## config.mk

```make
export PLATFORM = sky130hd
export DESIGN_NAME = packed_shift_add_mac
export DESIGN_NICKNAME = d
export VERILOG_FILES = /design/src/rtl/packed_shift_add_mac_pkg.sv /design/src/rtl/packed_shift_add_mac_coef_lane.sv /design/src/rtl/packed_shift_add_mac.sv
export SDC_FILE = /design/constraint.sdc
export NUM_CORES = 1
export LEC_CHECK = 0
export CELL_PAD_IN_SITES_DETAIL_PLACEMENT = 2
export CELL_PAD_IN_SITES_GLOBAL_PLACEMENT = 2
export CORE_UTILIZATION = 37
export DETAILED_ROUTE_END_ITERATION = 12
export GPL_TIMING_DRIVEN = 0
export PLACE_DENSITY = 0.86
export SLEW_MARGIN = 20
export SYNTH_ARGS = -nofsm -noshare
export SYNTH_HDL_FRONTEND = slang
export SYNTH_SLANG_ARGS = --single-unit
```

## constraint.sdc

```tcl
create_clock -name clk -period 6.2 [get_ports clk]
set_clock_uncertainty 0.15 [all_clocks]
set_input_delay 1.24 -clock clk [delete_from_list [all_inputs] [get_ports clk]]
set_output_delay 1.24 -clock clk [all_outputs]
set_load 0.1 [all_outputs]
```

## src/rtl/packed_shift_add_mac_pkg.sv

```systemverilog
// Shared constants for the packed shift-add MAC: coefficient field layout
// and the B-term select codes.
package packed_shift_add_mac_pkg;

  localparam int COEF_W       = 6;
  localparam int COEF_SIGN_BIT = 5;
  localparam int COEF_A2_BIT   = 4;  // A = x2, wins over the x16 select
  localparam int COEF_A16_BIT  = 3;  // A = x16
  localparam int COEF_B_HI     = 2;
  localparam int COEF_B_LO     = 1;
  localparam int COEF_C_BIT    = 0;  // C = x1

  typedef enum logic [1:0] {
    B_NONE = 2'b00,
    B_X8   = 2'b01,
    B_X4   = 2'b10,
    B_X32  = 2'b11
  } b_code_e;

endpackage

```

## src/rtl/packed_shift_add_mac_coef_lane.sv

```systemverilog
// coef_shift_add_lane: combinational decode of one 6-bit shift-add coefficient
// and the signed product for one unsigned lane (magnitude up to 49x).
module coef_shift_add_lane
  import packed_shift_add_mac_pkg::*;
#(
  parameter int LANE_W = 8
) (
  input  logic [LANE_W-1:0]        i_x,
  input  logic [COEF_W-1:0]        i_coef,
  output logic signed [LANE_W+6:0] o_prod
);

  localparam int MW = LANE_W + 6;

  logic [MW-1:0] w_x;
  logic [MW-1:0] w_a;
  logic [MW-1:0] w_b;
  logic [MW-1:0] w_c;
  logic [MW-1:0] w_mag;
  b_code_e       w_bsel;

  // Sum of up to three shifted copies, then optional negation.
  always_comb begin
    w_x    = MW'(i_x);
    w_bsel = b_code_e'(i_coef[COEF_B_HI:COEF_B_LO]);
    if (i_coef[COEF_A2_BIT])       w_a = w_x << 1;
    else if (i_coef[COEF_A16_BIT]) w_a = w_x << 4;
    else                           w_a = '0;
    case (w_bsel)
      B_X8:    w_b = w_x << 3;
      B_X4:    w_b = w_x << 2;
      B_X32:   w_b = w_x << 5;
      default: w_b = '0;
    endcase
    w_c   = i_coef[COEF_C_BIT] ? w_x : '0;
    w_mag = w_a + w_b + w_c;
    if (i_coef[COEF_SIGN_BIT]) o_prod = -$signed({1'b0, w_mag});
    else                       o_prod =  $signed({1'b0, w_mag});
  end

endmodule

```

## src/rtl/packed_shift_add_mac.sv

```systemverilog
// packed_shift_add_mac: streaming MAC over LANES packed unsigned lanes.
// Pipeline: stage P (products + first/last tags) -> stage A (accumulators)
// -> output register with valid/ready. Everything holds while the output
// is stalled. Define MAC_SATURATE_EN for clamping accumulation with sticky
// per-lane overflow flags; otherwise sums wrap and out_ovf stays 0.
module packed_shift_add_mac
  import packed_shift_add_mac_pkg::*;
#(
  parameter int LANES  = 2,
  parameter int LANE_W = 8,
  parameter int TAPS   = 8,
  parameter int ACC_W  = 20
) (
  input  logic                    clk,
  input  logic                    rst_n,
  input  logic                    in_valid,
  output logic                    in_ready,
  input  logic [LANES*LANE_W-1:0] in_data,
  input  logic [COEF_W-1:0]       in_coef,
  output logic                    out_valid,
  input  logic                    out_ready,
  output logic [LANES*ACC_W-1:0]  out_data,
  output logic [LANES-1:0]        out_ovf
);

  localparam int PW    = LANE_W + 7;
  localparam int CNT_W = (TAPS > 1) ? $clog2(TAPS) : 1;

  logic                    w_stall;
  logic                    w_accept;
  logic                    w_tap_last;
  logic [CNT_W-1:0]        r_tap;

  logic signed [PW-1:0]    w_prod    [LANES];
  logic signed [PW-1:0]    r_p_prod  [LANES];
  logic                    r_p_valid;
  logic                    r_p_first;
  logic                    r_p_last;

  logic signed [ACC_W-1:0] r_acc     [LANES];
  logic signed [ACC_W-1:0] w_acc_nxt [LANES];
  logic [LANES-1:0]        w_clamp;
  logic [LANES-1:0]        r_sticky;
  logic                    r_a_done;

  assign w_stall    = out_valid && !out_ready;
  assign in_ready   = !w_stall;
  assign w_accept   = in_valid && in_ready;
  assign w_tap_last = (r_tap == CNT_W'(TAPS - 1));

  for (genvar g = 0; g < LANES; g++) begin : g_lane
    coef_shift_add_lane #(.LANE_W(LANE_W)) u_lane (
      .i_x    (in_data[g*LANE_W +: LANE_W]),
      .i_coef (in_coef),
      .o_prod (w_prod[g])
    );
  end

`ifdef MAC_SATURATE_EN
  logic signed [ACC_W:0] w_sum [LANES];

  // Add one bit wider, clamp to the ACC_W signed range on overflow.
  always_comb begin
    for (int l = 0; l < LANES; l++) begin
      w_sum[l]     = (ACC_W+1)'(r_acc[l]) + (ACC_W+1)'(r_p_prod[l]);
      w_acc_nxt[l] = w_sum[l][ACC_W-1:0];
      w_clamp[l]   = 1'b0;
      if (w_sum[l][ACC_W] != w_sum[l][ACC_W-1]) begin
        w_clamp[l]   = 1'b1;
        w_acc_nxt[l] = w_sum[l][ACC_W] ? {1'b1, {(ACC_W-1){1'b0}}}
                                       : {1'b0, {(ACC_W-1){1'b1}}};
      end
    end
  end
`else
  // Plain modulo-2^ACC_W accumulation, never flags overflow.
  always_comb begin
    for (int l = 0; l < LANES; l++) begin
      w_acc_nxt[l] = r_acc[l] + ACC_W'(r_p_prod[l]);
    end
    w_clamp = '0;
  end
`endif

  // Tap counter: position of the next accepted beat within its group.
  always_ff @(posedge clk) begin
    if (!rst_n)          r_tap <= '0;
    else if (w_accept)   r_tap <= w_tap_last ? '0 : r_tap + CNT_W'(1);
  end

  // Stage P: register lane products and group tags.
  always_ff @(posedge clk) begin
    if (!rst_n) begin
      r_p_valid <= 1'b0;
      r_p_first <= 1'b0;
      r_p_last  <= 1'b0;
      for (int l = 0; l < LANES; l++) r_p_prod[l] <= '0;
    end else if (!w_stall) begin
      r_p_valid <= w_accept;
      r_p_first <= (r_tap == '0);
      r_p_last  <= w_tap_last;
      for (int l = 0; l < LANES; l++) r_p_prod[l] <= w_prod[l];
    end
  end

  // Stage A: first product loads, later ones accumulate; flag group end.
  always_ff @(posedge clk) begin
    if (!rst_n) begin
      r_sticky <= '0;
      r_a_done <= 1'b0;
      for (int l = 0; l < LANES; l++) r_acc[l] <= '0;
    end else if (!w_stall) begin
      r_a_done <= r_p_valid && r_p_last;
      if (r_p_valid) begin
        if (r_p_first) begin
          r_sticky <= '0;
          for (int l = 0; l < LANES; l++) r_acc[l] <= ACC_W'(r_p_prod[l]);
        end else begin
          r_sticky <= r_sticky | w_clamp;
          for (int l = 0; l < LANES; l++) r_acc[l] <= w_acc_nxt[l];
        end
      end
    end
  end

  // Output register: load a finished group, drop valid once consumed.
  always_ff @(posedge clk) begin
    if (!rst_n) begin
      out_valid <= 1'b0;
      out_data  <= '0;
      out_ovf   <= '0;
    end else if (!w_stall) begin
      out_valid <= r_a_done;
      if (r_a_done) begin
        for (int l = 0; l < LANES; l++) out_data[l*ACC_W +: ACC_W] <= r_acc[l];
        out_ovf <= r_sticky;
      end
    end
  end

endmodule

```

==> results of run 1 <==
==> sequential cells by signal, indices dropped and copies added (netlist names) <==
signal and flops:
out_valid 1, r_tap 3, r_a_done 1, out_data 40, r_p_prod 30, r_p_first 1
r_p_last 1, r_p_valid 1, r_acc 40
==> stage by stage <==
step	hold WS (ns)	instance area, sq um	worst slack, ns	util
detailed placement	0.3094	9977	0.2360	0.4238
CTS	0.3201	10610	0.6799	0.4505
global placement	0.3010	9952	0.4080	0.4227
finish	0.3146	10610	0.7245	0.4505
global route	0.3328	10610	0.3755	0.4505
floorplan	0.2912	8932	1.334	-
==> kinds of logic after synthesis <==
family / count (synthesis) / synth area share
multiplexers: 8 / 0.008969
AO/OA/AOI/OAI: 278 / 0.2109
buffers and inverters: 104 / 0.04470
other: 1 / 0.0004200
flip-flops: 118 / 0.3430
adder cells (fa/ha/maj): 91 / 0.1410
AND/OR/NAND/NOR: 375 / 0.1862
XOR/XNOR: 66 / 0.06474
==> worst paths after layout <==
path	startpoint	endpoint	slack [ns]	cells after the start
worst max register to register	r_acc[0][0]	r_acc[0][18]	2.59	11
worst min register to register	out_data[33]	out_data[33]	0.31	2
worst max-delay path	in_coef[3]	r_p_prod[0][14]	0.72	15
worst min-delay path	out_data[33]	out_data[33]	0.31	2
==> power groups by stage <==
stage	Sequential [mW]	Combinational [mW]	Clock [mW]
global placement	0.962	0.762	0
CTS	0.954	0.859	1.09
global route	0.960	0.944	1.12
floorplan	0.941	0.616	0
finish	0.956	0.858	1.08
detailed placement	0.967	0.822	0
==> Yosys cell counts (3+ instances only) <==
library cell / count
a211o_1: 3
a211oi_1: 9
a21boi_0: 48
a21o_1: 22
a21oi_1: 68
a221o_1: 3
a22o_1: 6
a22oi_1: 8
a31oi_1: 5
and2_1: 15
and3_1: 9
buf_1: 3
clkbuf_1: 42
dfxtp_1: 48
edfxtp_1: 70
fa_1: 16
ha_1: 75
inv_1: 56
mux2i_1: 8
nand2_1: 179
nand2b_1: 9
nand3_1: 15
nand3b_1: 3
nand4_1: 5
nor2_1: 89
nor2b_1: 22
nor3_1: 13
o2111ai_1: 4
o211ai_1: 5
o21a_1: 10
o21ai_0: 54
o21ai_1: 5
o21bai_1: 3
o31a_1: 3
or3_1: 3
or4_1: 3
xnor2_1: 37
xor2_1: 29
==> layer usage <==
metal  vias up  part of all wire  track usage
met1      4057              0.42       0.3027
met5         -                 0            0
li1       3812                 -            -
met3        69             0.024      0.02698
met2       189              0.52       0.4804
met4         0             0.030       0.1128
==> layout make-up <==
type | count | area [sq um] | share of cell area
tap | 319 | 399.1 | 0.03764
buffer | 48 | 188.9 | 0.01781
clock buffer | 17 | 425.4 | 0.04011
inverter | 56 | 210.2 | 0.01982
timing repair buffer | 63 | 640.6 | 0.06041
multi-input combinational | 820 | 5475 | 0.5163
sequential | 118 | 3063 | 0.2888
clock inverter | 15 | 202.7 | 0.01911
==> tightest hold or removal path: cells and delay by family, from the launching register on <==
family | cells | cell delay (ns)
AND/OR/NAND/NOR | 1 | 0.05
flip-flops | 1 | 0.31
AO/OA/AOI/OAI | 1 | 0.06
==> results.sh, run 1 <==
export IMPL_area_delta_synth_final_pct=18.78
export IMPL_finalHoldViolCount=0
export IMPL_pwr_share_comb=0.296
export IMPL_async_flop_share=0
export IMPL_vias=8127
export IMPL_wire_per_inst_um=21.09
export IMPL_yosysWarnings=0
export IMPL_power_frac_seq=0.330
export IMPL_path_cells="clkdlybuf4s50_1, nor2b_1, clkbuf_1, a22oi_1, fa_1, inv_1, ha_1, o21ai_0, o21bai_1, o21ai_0, nor2_1, a211oi_1, o21ai_0, nor4b_1, nor2_1"
export IMPL_cts_root_buf="clkbuf_16"
export IMPL_wl_mm=30.70
export IMPL_end_kind="register"
export IMPL_post_cts_buffers=0
export IMPL_min_period_over_period=0.8831
export IMPL_first_pass_iters=4
export IMPL_setup_viol=0
export IMPL_synth_edf_count=70
export IMPL_worstSetupPathType="input port to register"
export IMPL_pwr_share_clk=0.374
export IMPL_die_x_um=157.3
export IMPL_syn_cell_area_sq_mm=0.008929
export IMPL_internal_power_mw=1.904
export IMPL_grt_max_degree=31
export IMPL_power_switching_uw=990.4
export IMPL_seq_area_frac_synth=0.3430
export IMPL_total_power_mw=2.894
export IMPL_grt_pass1_wl_mm=49.10
export IMPL_cp_required_ns=6.22
export IMPL_grt_ovfl_total=0
export IMPL_worstSkewPairLatency_ns=0.43
export IMPL_cp_start_kind="input port"
export IMPL_p_sw_frac=0.3422
export IMPL_n_antenna_cell=0
export IMPL_final_cell_mix="177 x nand2_1, 89 x nor2_1, 75 x ha_1"
export IMPL_dieArea_sq_mm=0.02476
export IMPL_gp_congestion=0.8091
export IMPL_cp_arrival_ns=5.50
export IMPL_start_util=0.3793
export IMPL_max_freq_ghz=0.1826
export IMPL_final_common_cell="nand2_1"
export IMPL_drive_gt1_frac=0.04485
export IMPL_postCtsHoldBufs=0
export IMPL_cts_tree="built"
export IMPL_rsz0062_at_grt="no"
export IMPL_power_leakage_nw=4.404
export IMPL_ys_seq_elements=118
export IMPL_max_vdd_ir_drop_mv=0.1773
export IMPL_crit_top_cell="o21ai_0"
export IMPL_maxSlewViolCount=0
export IMPL_cts_sinks=118
export IMPL_nets=1241
export IMPL_antenna_found_initial=0
export IMPL_setup_tns_ns=0
export IMPL_path_clk_slew_ns=0.06
export IMPL_fillerInstances=2603
export IMPL_synth_main_ff_cell="edfxtp_1"
export IMPL_hold_path_class="register to register"
export IMPL_drc=0
export IMPL_syn_inst=1041
export IMPL_cts_buffers=17
export IMPL_min_period_ns=5.476
export IMPL_power_density_mw_per_mm2=272.9
export IMPL_die_y_um=157.3
export IMPL_netlist_area_leader_share=0.2354
export IMPL_io_pins=70
export IMPL_synth_cell_types=66
export IMPL_htreeDepth=4
export IMPL_dp_final_hpwl_mm=22.21
export IMPL_avgSynthCellArea_sq_um=8.577
export IMPL_worst_path_max_fanout=10
export IMPL_cp_top_family="compound AO/OA/AOI/OAI gates"
export IMPL_portBuffers=62
export IMPL_grt_pass1_vias=8953
export IMPL_worstMarginPinSlew_ns=1.011
export IMPL_yosys_area_top_type="edfxtp_1"
export IMPL_finalNonFillerCells=1456
export IMPL_fp_coreArea_sq_mm=0.02354
export IMPL_path_buf_inv=3
export IMPL_drt_iter0_drc=285
export IMPL_max_stage_delay_ns=0.52
export IMPL_slew_headroom=0.3240
export IMPL_ys_top_cells_by_area="edfxtp_1 24%, dfxtp_1 11%, ha_1 11%, nand2_1 7.5%, a21boi_0 4.0%"
export IMPL_post_cts_resized=0
export IMPL_antenna_left=0
export IMPL_dp_cells=1424
export IMPL_row_count=56
export IMPL_cpMaxStageDelayCell="fa_1"
export IMPL_via_per_inst=5.582
export IMPL_status="completed"
export IMPL_track_usage=0.2602
export IMPL_ctsLongestPathBuffers=2
export IMPL_drv_cap=0
Note: power is estimated with default switching activity, not from simulation.
==> run 2, diff against run 1 <==
--- a/config.mk
+++ b/config.mk
@@ -7,6 +7,7 @@
 export LEC_CHECK = 0
 export CELL_PAD_IN_SITES_DETAIL_PLACEMENT = 2
 export CELL_PAD_IN_SITES_GLOBAL_PLACEMENT = 2
+export CORE_MARGIN = 2
 export CORE_UTILIZATION = 37
 export DETAILED_ROUTE_END_ITERATION = 12
 export GPL_TIMING_DRIVEN = 0
==> constraint.sdc (replaced) <==
create_clock -name clk -period 6.2 [get_ports clk]
set_clock_uncertainty 0.15 [all_clocks]
set_input_delay 0.93 -clock clk [delete_from_list [all_inputs] [get_ports clk]]
set_output_delay 0.93 -clock clk [all_outputs]
set_load 0.1 [all_outputs]
==> run 2 against run 1 <==
Against the previous run: final cell count is the same; cell area shrank 0.28%; maximum frequency grew 7.0%; sequential share of layout area grew 0.082 points; total power shrank 0.99%; combinational power is essentially flat; sequential power is essentially flat.
==> results.sh, run 2 (synthesis results as in run 1) <==
export IMPL_max_freq_ghz=0.1955
export IMPL_rsz0062_at_grt="no"
export IMPL_power_frac_seq=0.334
export IMPL_cpMaxStageDelayCell="fa_1"
export IMPL_area_delta_synth_final_pct=18.44
export IMPL_dp_final_hpwl_mm=21.18
export IMPL_cts_sinks=118
export IMPL_drv_cap=0
export IMPL_power_leakage_nw=4.378
export IMPL_dieArea_sq_mm=0.02539
export IMPL_use_met2=0.4625
export IMPL_n_antenna_cell=0
export IMPL_fillerInstances=2623
export IMPL_use_met3=0.03100
export IMPL_cts_root_buf="clkbuf_16"
export IMPL_grt_pass1_wl_mm=50.59
export IMPL_path_cells="clkdlybuf4s50_1, nor2b_1, clkbuf_1, a22oi_1, fa_1, inv_1, ha_1, o211ai_1, o21ai_0, nand4_1, a311oi_2, nor4_1, a21boi_0, mux2i_1"
export IMPL_grt_max_degree=31
export IMPL_first_pass_iters=5
export IMPL_final_common_cell="nand2_1"
export IMPL_post_cts_resized=0
export IMPL_cp_required_ns=6.31
export IMPL_io_pins=70
export IMPL_dpl_cell_area_sq_mm=0.009977
export IMPL_path_clk_slew_ns=0.06
export IMPL_die_y_um=159.3
export IMPL_cts_buffers=17
export IMPL_wl_mm=31.59
export IMPL_top_regs="out_data: 40 flops, r_acc: 40 flops, r_p_prod: 30 flops"
export IMPL_portBuffers=62
export IMPL_maxSlewViolCount=0
export IMPL_multi_input_area_sq_mm=0.005475
export IMPL_cts_tree="built"
export IMPL_start_util=0.3781
export IMPL_wire_per_inst_um=21.70
export IMPL_min_period_ns=5.115
export IMPL_worstMarginPinSlew_ns=0.9965
export IMPL_worst_path_max_fanout=10
export IMPL_status="completed"
export IMPL_cp_arrival_ns=5.23
export IMPL_antenna_found_initial=0
export IMPL_total_power_mw=2.866
export IMPL_track_usage=0.2522
export IMPL_finalHoldViolCount=0
export IMPL_grt_pass1_vias=9144
export IMPL_grt_ovfl_total=0
export IMPL_via_per_inst=5.560
export IMPL_final_cell_mix="177 x nand2_1, 89 x nor2_1, 75 x ha_1"
export IMPL_setup_viol=0
export IMPL_antenna_left=0
export IMPL_dp_cells=1424
export IMPL_pwr_share_comb=0.298
export IMPL_busiest_layer="met2"
export IMPL_finalNonFillerCells=1456
export IMPL_post_cts_buffers=0
export IMPL_internal_power_mw=1.869
export IMPL_vias=8095
export IMPL_cp_start_kind="input port"
export IMPL_die_x_um=159.3
export IMPL_hold_path_class="register to register"
export IMPL_fin_area_sq_mm=0.01058
export IMPL_end_kind="register"
export IMPL_setup_tns_ns=0
export IMPL_drt_iter0_drc=334
export IMPL_slew_headroom=0.3336
export IMPL_nets=1241
export IMPL_row_count=56
export IMPL_worstSetupPathType="input port to register"
export IMPL_power_switching_uw=996.9
export IMPL_pwr_share_clk=0.367
export IMPL_htreeDepth=4
export IMPL_postCtsHoldBufs=0
export IMPL_grt_use_met1=0.2923
export IMPL_whs_ns=0.3168
export IMPL_drive_gt1_frac=0.04398
export IMPL_p_sw_frac=0.3479
export IMPL_min_period_over_period=0.8250
export IMPL_max_vdd_ir_drop_mv=0.1760
export IMPL_ff_latch_area_sq_mm=0.003063
export IMPL_worstSkewPairLatency_ns=0.44
export IMPL_fp_coreArea_sq_mm=0.02361
export IMPL_power_density_mw_per_mm2=271.0
export IMPL_drc=0
export IMPL_max_stage_delay_ns=0.51
export IMPL_ctsLongestPathBuffers=2
export IMPL_gp_congestion=0.8293
[run 2: cell types whose count changed in the layout (fill, tap and decap cells not counted)]
| cell | delta |
|---|---|
| clkinvlp_4 | +4 |
| inv_6 | -1 |
| clkinv_4 | -5 |
| clkbuf_1 | +1 |
| clkinv_2 | +1 |
| clkbuf_8 | +1 |
| bufinv_16 | -1 |
[run 2: through the flow]
stage / setup WS [ns] / util
after floorplan: 1.644 / -
final: 1.085 / 0.4479
after CTS: 1.027 / 0.4479
after global routing: 0.7109 / 0.4479
after detailed placement: 0.6477 / 0.4225
after global placement: 0.7209 / 0.4215
[run 2: worst max-delay path: cells and delay by family]
kind	cells	cell delay (ns)
compound gates	5	1.44
simple gates	3	0.79
mux	1	0.30
buf+inv	3	0.89
fa+ha+maj	2	0.87
[run 2: layer usage]
metal	vias up	part of all wire
met1	4074	0.43
met4	0	0.035
li1	3805	-
met2	150	0.51
met5	-	0
met3	66	0.024
[run 2: power by group through the flow]
stage                     combinational (mW)  clock, mW  sequential, mW
final                                  0.855       1.05           0.958
after floorplan                        0.616          0           0.941
after detailed placement               0.807          0           0.966
after global routing                   0.945       1.10           0.961
after global placement                 0.763          0           0.961
after CTS                              0.855       1.07           0.955
[run 2: path summary, 6_finish.rpt]
| check | start | end | slack, ns | cells after the start |
|---|---|---|---|---|
| worst max-delay path | in_coef[3] | r_p_prod[0][28] | 1.08 | 14 |
| worst min-delay path | out_data[37] | out_data[37] | 0.32 | 2 |
| worst max register to register | r_p_prod[0][15] | r_acc[0][38] | 2.83 | 11 |
| worst min register to register | out_data[37] | out_data[37] | 0.32 | 2 |
[run 2: layout make-up]
| class | instances | area share |
|---|---|---|
| repair buffers | 63 | 0.06058 |
| clock buffers | 19 | 0.04188 |
| flip-flops and latches | 118 | 0.2896 |
| multi-input cells | 820 | 0.5177 |
| clock inverters | 13 | 0.01467 |
| plain buffers | 48 | 0.01787 |
| inverters | 56 | 0.01988 |
| well taps | 319 | 0.03774 |
==> patch 1: new RTL, config.mk and constraints of run 1 <==
The option `MAC_SATURATE_EN` is turned on by a define.
--- a/src/rtl/packed_shift_add_mac.sv
+++ b/src/rtl/packed_shift_add_mac.sv
@@ -3,6 +3,8 @@
 // -> output register with valid/ready. Everything holds while the output
 // is stalled. Define MAC_SATURATE_EN for clamping accumulation with sticky
 // per-lane overflow flags; otherwise sums wrap and out_ovf stays 0.
+`define MAC_SATURATE_EN
+
 module packed_shift_add_mac
   import packed_shift_add_mac_pkg::*;
 #(
Formal check against the unedited RTL: no difference found for any inputs over 10 cycles, from zero or initial values and one cycle with rst_n low; that may be too few to reach the edited logic, so the function may still have changed.
==> patch 1 against run 1 <==
- largest cell class unchanged
- area after synthesis up 2.5%
- final area up 1.7%
- total power down 2.5%
- sequential cell count up 4
- register-to-register slack worse by 0.46 ns
- critical path type unchanged
- worst setup slack worse by 0.14 ns
- via count up 4.7%
- routed wire length up 7.3%
- final cell count up 1.1%
- highest routed layer unchanged
==> patch 1: results (changes against run 1) <==
stage,metric,value,unit,change
route,post_drt_wl_per_cell,22.4,um,+6.1%
worst_setup_path,crit_path_max_incr_delay,0.53,ns,
cells_and_area,drive_gt1_share,5.75,%,+1.3 points
logic_synthesis,postSynthAreaPerCell,8.71,um2,+1.5%
logic_synthesis,ys_seq_area_share,34.3,%,+0.040 points
logic_synthesis,synth_cell_types,78,,+18%
placement,dp_worst_setup_slack,0.0766,ns,-0.159 ns
global_routing,grt_pass1_vias,9424,,+5.3%
logic_synthesis,yosys_warnings,0,,unchanged
placement,dp_hpwl,22.8,mm,+2.5%
cells_and_area,nNetsFinal,1254,,+1.0%
route,dr.pass1.iters,4,,unchanged
worst_setup_path,reg2reg_from,r_p_prod[0][0],,
route,vias,8509,,+4.7%
logic_synthesis,synthTopCellsByArea,"edfxtp_1, dfxtp_1, ha_1",,
status,status,completed,,
logic_synthesis,synth_commonest_cells,"nand2_1, a21oi_1, ha_1",,
timing,slew_headroom,31.4,%,-1.0 points
worst_setup_path,critPathMaxFanout,10,,unchanged
global_routing,grt_max_degree,31,,unchanged
worst_setup_path,slowest_stage,fa_1,,
cts,cts_root_buf,clkbuf_16,,
min_path,hp-start,out_data[17],,
cells_and_area,stdcell_count,1472,,+1.1%
placement,portBuffers,64,,+3.2%
pwr,leakagePower,4.43,nW,+0.62%
cts,clk_latency,0.44,ns,
pwr,vdd_ir_drop_max,0.187,mV,+5.6%
cts,clk_path_buf_depth,2,,unchanged
route,drt_iter0_markers,352,,+24%
worst_setup_path,worstPathArrival,5.64,ns,+0.14 ns
global_routing,grt_pass1_wl,53.2,mm,+8.3%
placement,place.gp.congestion,0.827,,+2.2%
placement,dp.cells,1440,,+1.1%
cells_and_area,fill_cells,2668,,+2.5%
global_routing,grtUsageTotal,26.6,%,+0.57 points
[patch 1: layer usage]
metal / wire (um) / global-route usage, %
met4: 906 / 10.4
met3: 1360 / 3.52
met1: 13800 / 31.8
met5: 0 / 0
met2: 16900 / 48.2
[patch 1: kinds of logic after synthesis]
kind of cell / count (synthesis) / share of synthesized area [%]
AO/OA/AOI/OAI: 301 / 21.4
XOR/XNOR: 70 / 6.70
adder cells (fa/ha/maj): 94 / 14.1
buffers and inverters: 101 / 4.42
flip-flops: 122 / 34.3
multiplexers: 12 / 1.38
AND/OR/NAND/NOR: 351 / 17.6
[patch 1: area by class of cell]
class                   instances  area share [%]
well taps                     324            3.76
repair buffers                 65            6.19
flip-flops and latches        122            29.1
plain buffers                  42            1.69
clock buffers                  18            4.07
clock inverters                14            1.10
inverters                      59            2.05
multi-input cells             828            52.0
[patch 1: critical path, delay by kind of cell]
family | cells | cell delay (ns)
and+or+nand+nor | 5 | 1.19
xor gates and xnor gates | 1 | 0.21
AOI/OAI and AO/OA | 4 | 1.19
adders and majority gates | 2 | 0.87
buffers and inverters | 3 | 0.94
[patch 1: final timing paths]
path	end	slack, ns	depth (start not counted)
max	r_p_prod[0][27]	0.59	15
min	out_data[17]	0.30	2
max reg2reg	r_acc[0][17]	2.13	11
min reg2reg	out_data[17]	0.30	2
[patch 1: per-stage QoR]
step                      hold slack (ns)  cell area [um2]
after floorplan                     0.275             9150
after global placement              0.293            10200
after detailed placement            0.300            10200
after CTS                           0.308            10800
after global routing                0.328            10800
final                               0.304            10800
[patch 1: power by group]
| part | internal [mW] | switching (mW) | total [mW] |
|---|---|---|---|
| sequential | 0.930 | 0.0587 | 0.989 |
| combinational | 0.330 | 0.520 | 0.850 |
| clock | 0.562 | 0.420 | 0.982 |
| total | 1.82 | 0.999 | 2.82 |
==> patch 2: new RTL, settings of run 1 <==
Made on the original files. Make the reset (`rst_n`) asynchronous in 4 clocked blocks.
--- a/src/rtl/packed_shift_add_mac.sv
+++ b/src/rtl/packed_shift_add_mac.sv
@@ -83,13 +83,13 @@
 `endif
 
   // Tap counter: position of the next accepted beat within its group.
-  always_ff @(posedge clk) begin
+  always_ff @(posedge clk or negedge rst_n) begin
     if (!rst_n)          r_tap <= '0;
     else if (w_accept)   r_tap <= w_tap_last ? '0 : r_tap + CNT_W'(1);
   end
 
   // Stage P: register lane products and group tags.
-  always_ff @(posedge clk) begin
+  always_ff @(posedge clk or negedge rst_n) begin
     if (!rst_n) begin
       r_p_valid <= 1'b0;
       r_p_first <= 1'b0;
@@ -104,7 +104,7 @@
   end
 
   // Stage A: first product loads, later ones accumulate; flag group end.
-  always_ff @(posedge clk) begin
+  always_ff @(posedge clk or negedge rst_n) begin
     if (!rst_n) begin
       r_sticky <= '0;
       r_a_done <= 1'b0;
@@ -124,7 +124,7 @@
   end
 
   // Output register: load a finished group, drop valid once consumed.
-  always_ff @(posedge clk) begin
+  always_ff @(posedge clk or negedge rst_n) begin
     if (!rst_n) begin
       out_valid <= 1'b0;
       out_data  <= '0;
Function: no difference found for any inputs over 10 cycles, from zero or initial values and one cycle with rst_n low; that may be too few to reach the edited logic, so the function may still have changed.
==> patch 2 against run 1 <==
- routed wire length grew 5.3%
- area after synthesis increased by 2.9%
- die area grew 2.9%
- worst setup slack about the same
- sequential cell count stayed put
- final area is 2.4% higher
- register-to-register slack better by 0.06 ns
- critical path type unchanged
- critical endpoint is now r_p_prod[27]
- highest routed layer unchanged
Power is not compared: it rests on default switching activity, and its combinational part moved more than twofold at a synthesized area within 25%.
==> patch 2: results (changes against run 1) <==
stage,metric,value,unit,change
logic_synthesis,synth_cell_types,69,,+4.5%
logic_synthesis,yosys_warnings,0,,unchanged
global_routing,grt_pass1_vias,9618,,+7.4%
pwr,switchingPower,3.59,mW,
cells_and_area,fill_cells,2668,,+2.5%
worst_setup_path,crit_path_max_incr_delay,0.52,ns,about the same
logic_synthesis,synth_commonest_cells,"nand2_1, dfrtp_1, o21ai_0",,
min_path,holdPathStages,2,,unchanged
worst_setup_path,rrSetupSlack,2.65,ns,+0.06 ns
worst_setup_path,worstPathArrival,5.61,ns,+0.11 ns
worst_setup_path,rr_endpoint,r_acc[38],,
global_routing,grt_max_degree,77,,+150%
route,dr.pass1.iters,4,,unchanged
cells_and_area,largestRegisters,"out_data x40, r_acc x40, r_p_prod x30",,
worst_setup_path,slowest_stage,fa_1,,
route,highest_layer,met4,,
min_path,hp-start,r_p_last,,
route,dr_wl_met2,17.2,mm,+7.2%
placement,dp_worst_setup_slack,0.336,ns,+0.100 ns
cells_and_area,nNetsFinal,1261,,+1.6%
global_routing,use_met1,30.0,%,-0.24 points
placement,place_area,0.0102,mm2,+2.6%
route,wl_met1,13.5,mm,+3.7%
min_path,min_to,r_p_last,,
placement,dp.cells,1449,,+1.8%
cells_and_area,n_antenna_cell,0,,unchanged
placement,dp_hpwl,23.3,mm,+4.9%
placement,place.gp.congestion,0.838,,+3.5%
global_routing,met2_usage,49.6,%,+1.6 points
cts,postCtsSetupBuffers,0,,unchanged
global_routing,grtUsageTotal,26.3,%,+0.23 points
route,wl_met3,852,um,+14%
cts,h-tree-depth,4,,unchanged
status,status,completed,,
placement,portBuffers,62,,unchanged
timing,whs,0.320,ns,+0.00572 ns
logic_synthesis,async_flop_share,100,%,+100 points
route,drt_iter0_markers,289,,+1.4%
cts,clk_pin_slew_worst_paths,0.06,ns,about the same
timing,worst_slew_pin_slew,0.994,ns,-0.0165 ns
cells_and_area,stdcell_count,1480,,+1.6%
logic_synthesis,synthTopCellsByArea,"dfrtp_1, ha_1, nand2_1",,
global_routing,grt_pass1_wl,52.6,mm,+7.2%
logic_synthesis,synthCells,1061,,+1.9%
worst_setup_path,reg2reg_from,r_p_prod[15],,
logic_synthesis,ys_seq_area_share,32.1,%,-2.2 points
global_routing,grt_util_met3,3.44,%,+0.74 points
worst_setup_path,critical-path-top-delay-family,compound AO/OA/AOI/OAI gates,,
cells_and_area,drive_gt1_share,7.35,%,+2.9 points
logic_synthesis,synthFlopType,dfrtp_1,,
route,vias_per_cell,5.70,,+2.2%
timing,max_clock_freq,183,MHz,about the same
cts,clk_path_buf_depth,2,,unchanged
route,wirelength,32.3,mm,+5.3%
-- patch 2: worst max path at each step --
stage	start	endpoint	slack, ns	cells past startpoint
4_1_cts	in_coef[3]	r_p_prod[27]	0.72	15
2_1_floorplan	in_coef[2]	r_p_prod[13]	1.23	16
5_1_grt	in_coef[3]	r_p_prod[27]	0.49	15
6_report	in_coef[3]	r_p_prod[27]	0.72	15
3_5_place_dp	in_coef[3]	r_p_prod[13]	0.34	15
3_3_place_gp	rst_n	r_p_prod[9]	-0.95	1
-- patch 2: cell families after synthesis --
group / after synthesis / synth area share (%)
AOI/OAI and AO/OA: 310 / 21.4
xor gates and xnor gates: 55 / 5.24
adders and majority gates: 91 / 13.7
buffers and inverters: 115 / 4.78
DFF: 118 / 32.1
muxes: 61 / 7.23
other: 1 / 0.0408
and+or+nand+nor: 310 / 15.4
-- patch 2: final cells by class --
type / instances / area [um2] / share of cell area, %
clock buffer: 23 / 498 / 4.59
sequential: 118 / 2950 / 27.2
multi-input combinational: 829 / 5800 / 53.4
timing repair buffer: 63 / 642 / 5.91
tap: 324 / 405 / 3.73
buffer: 46 / 180 / 1.66
inverter: 69 / 259 / 2.39
clock inverter: 8 / 120 / 1.11
-- patch 2: tightest hold or removal path: cells and delay by family, from the launching register on --
| kind | cells | cell delay (ns) |
|---|---|---|
| flops | 1 | 0.34 |
| simple gates | 2 | 0.10 |
-- patch 2: power by group through the flow --
stage	Clock, mW	Combinational [mW]	Sequential [mW]
2_1_floorplan	0	2.22	2.24
3_3_place_gp	0	3.90	1.43
3_5_place_dp	0	4.15	1.47
4_1_cts	1.07	4.29	1.48
5_1_grt	1.09	4.61	1.52
6_report	1.06	4.29	1.48
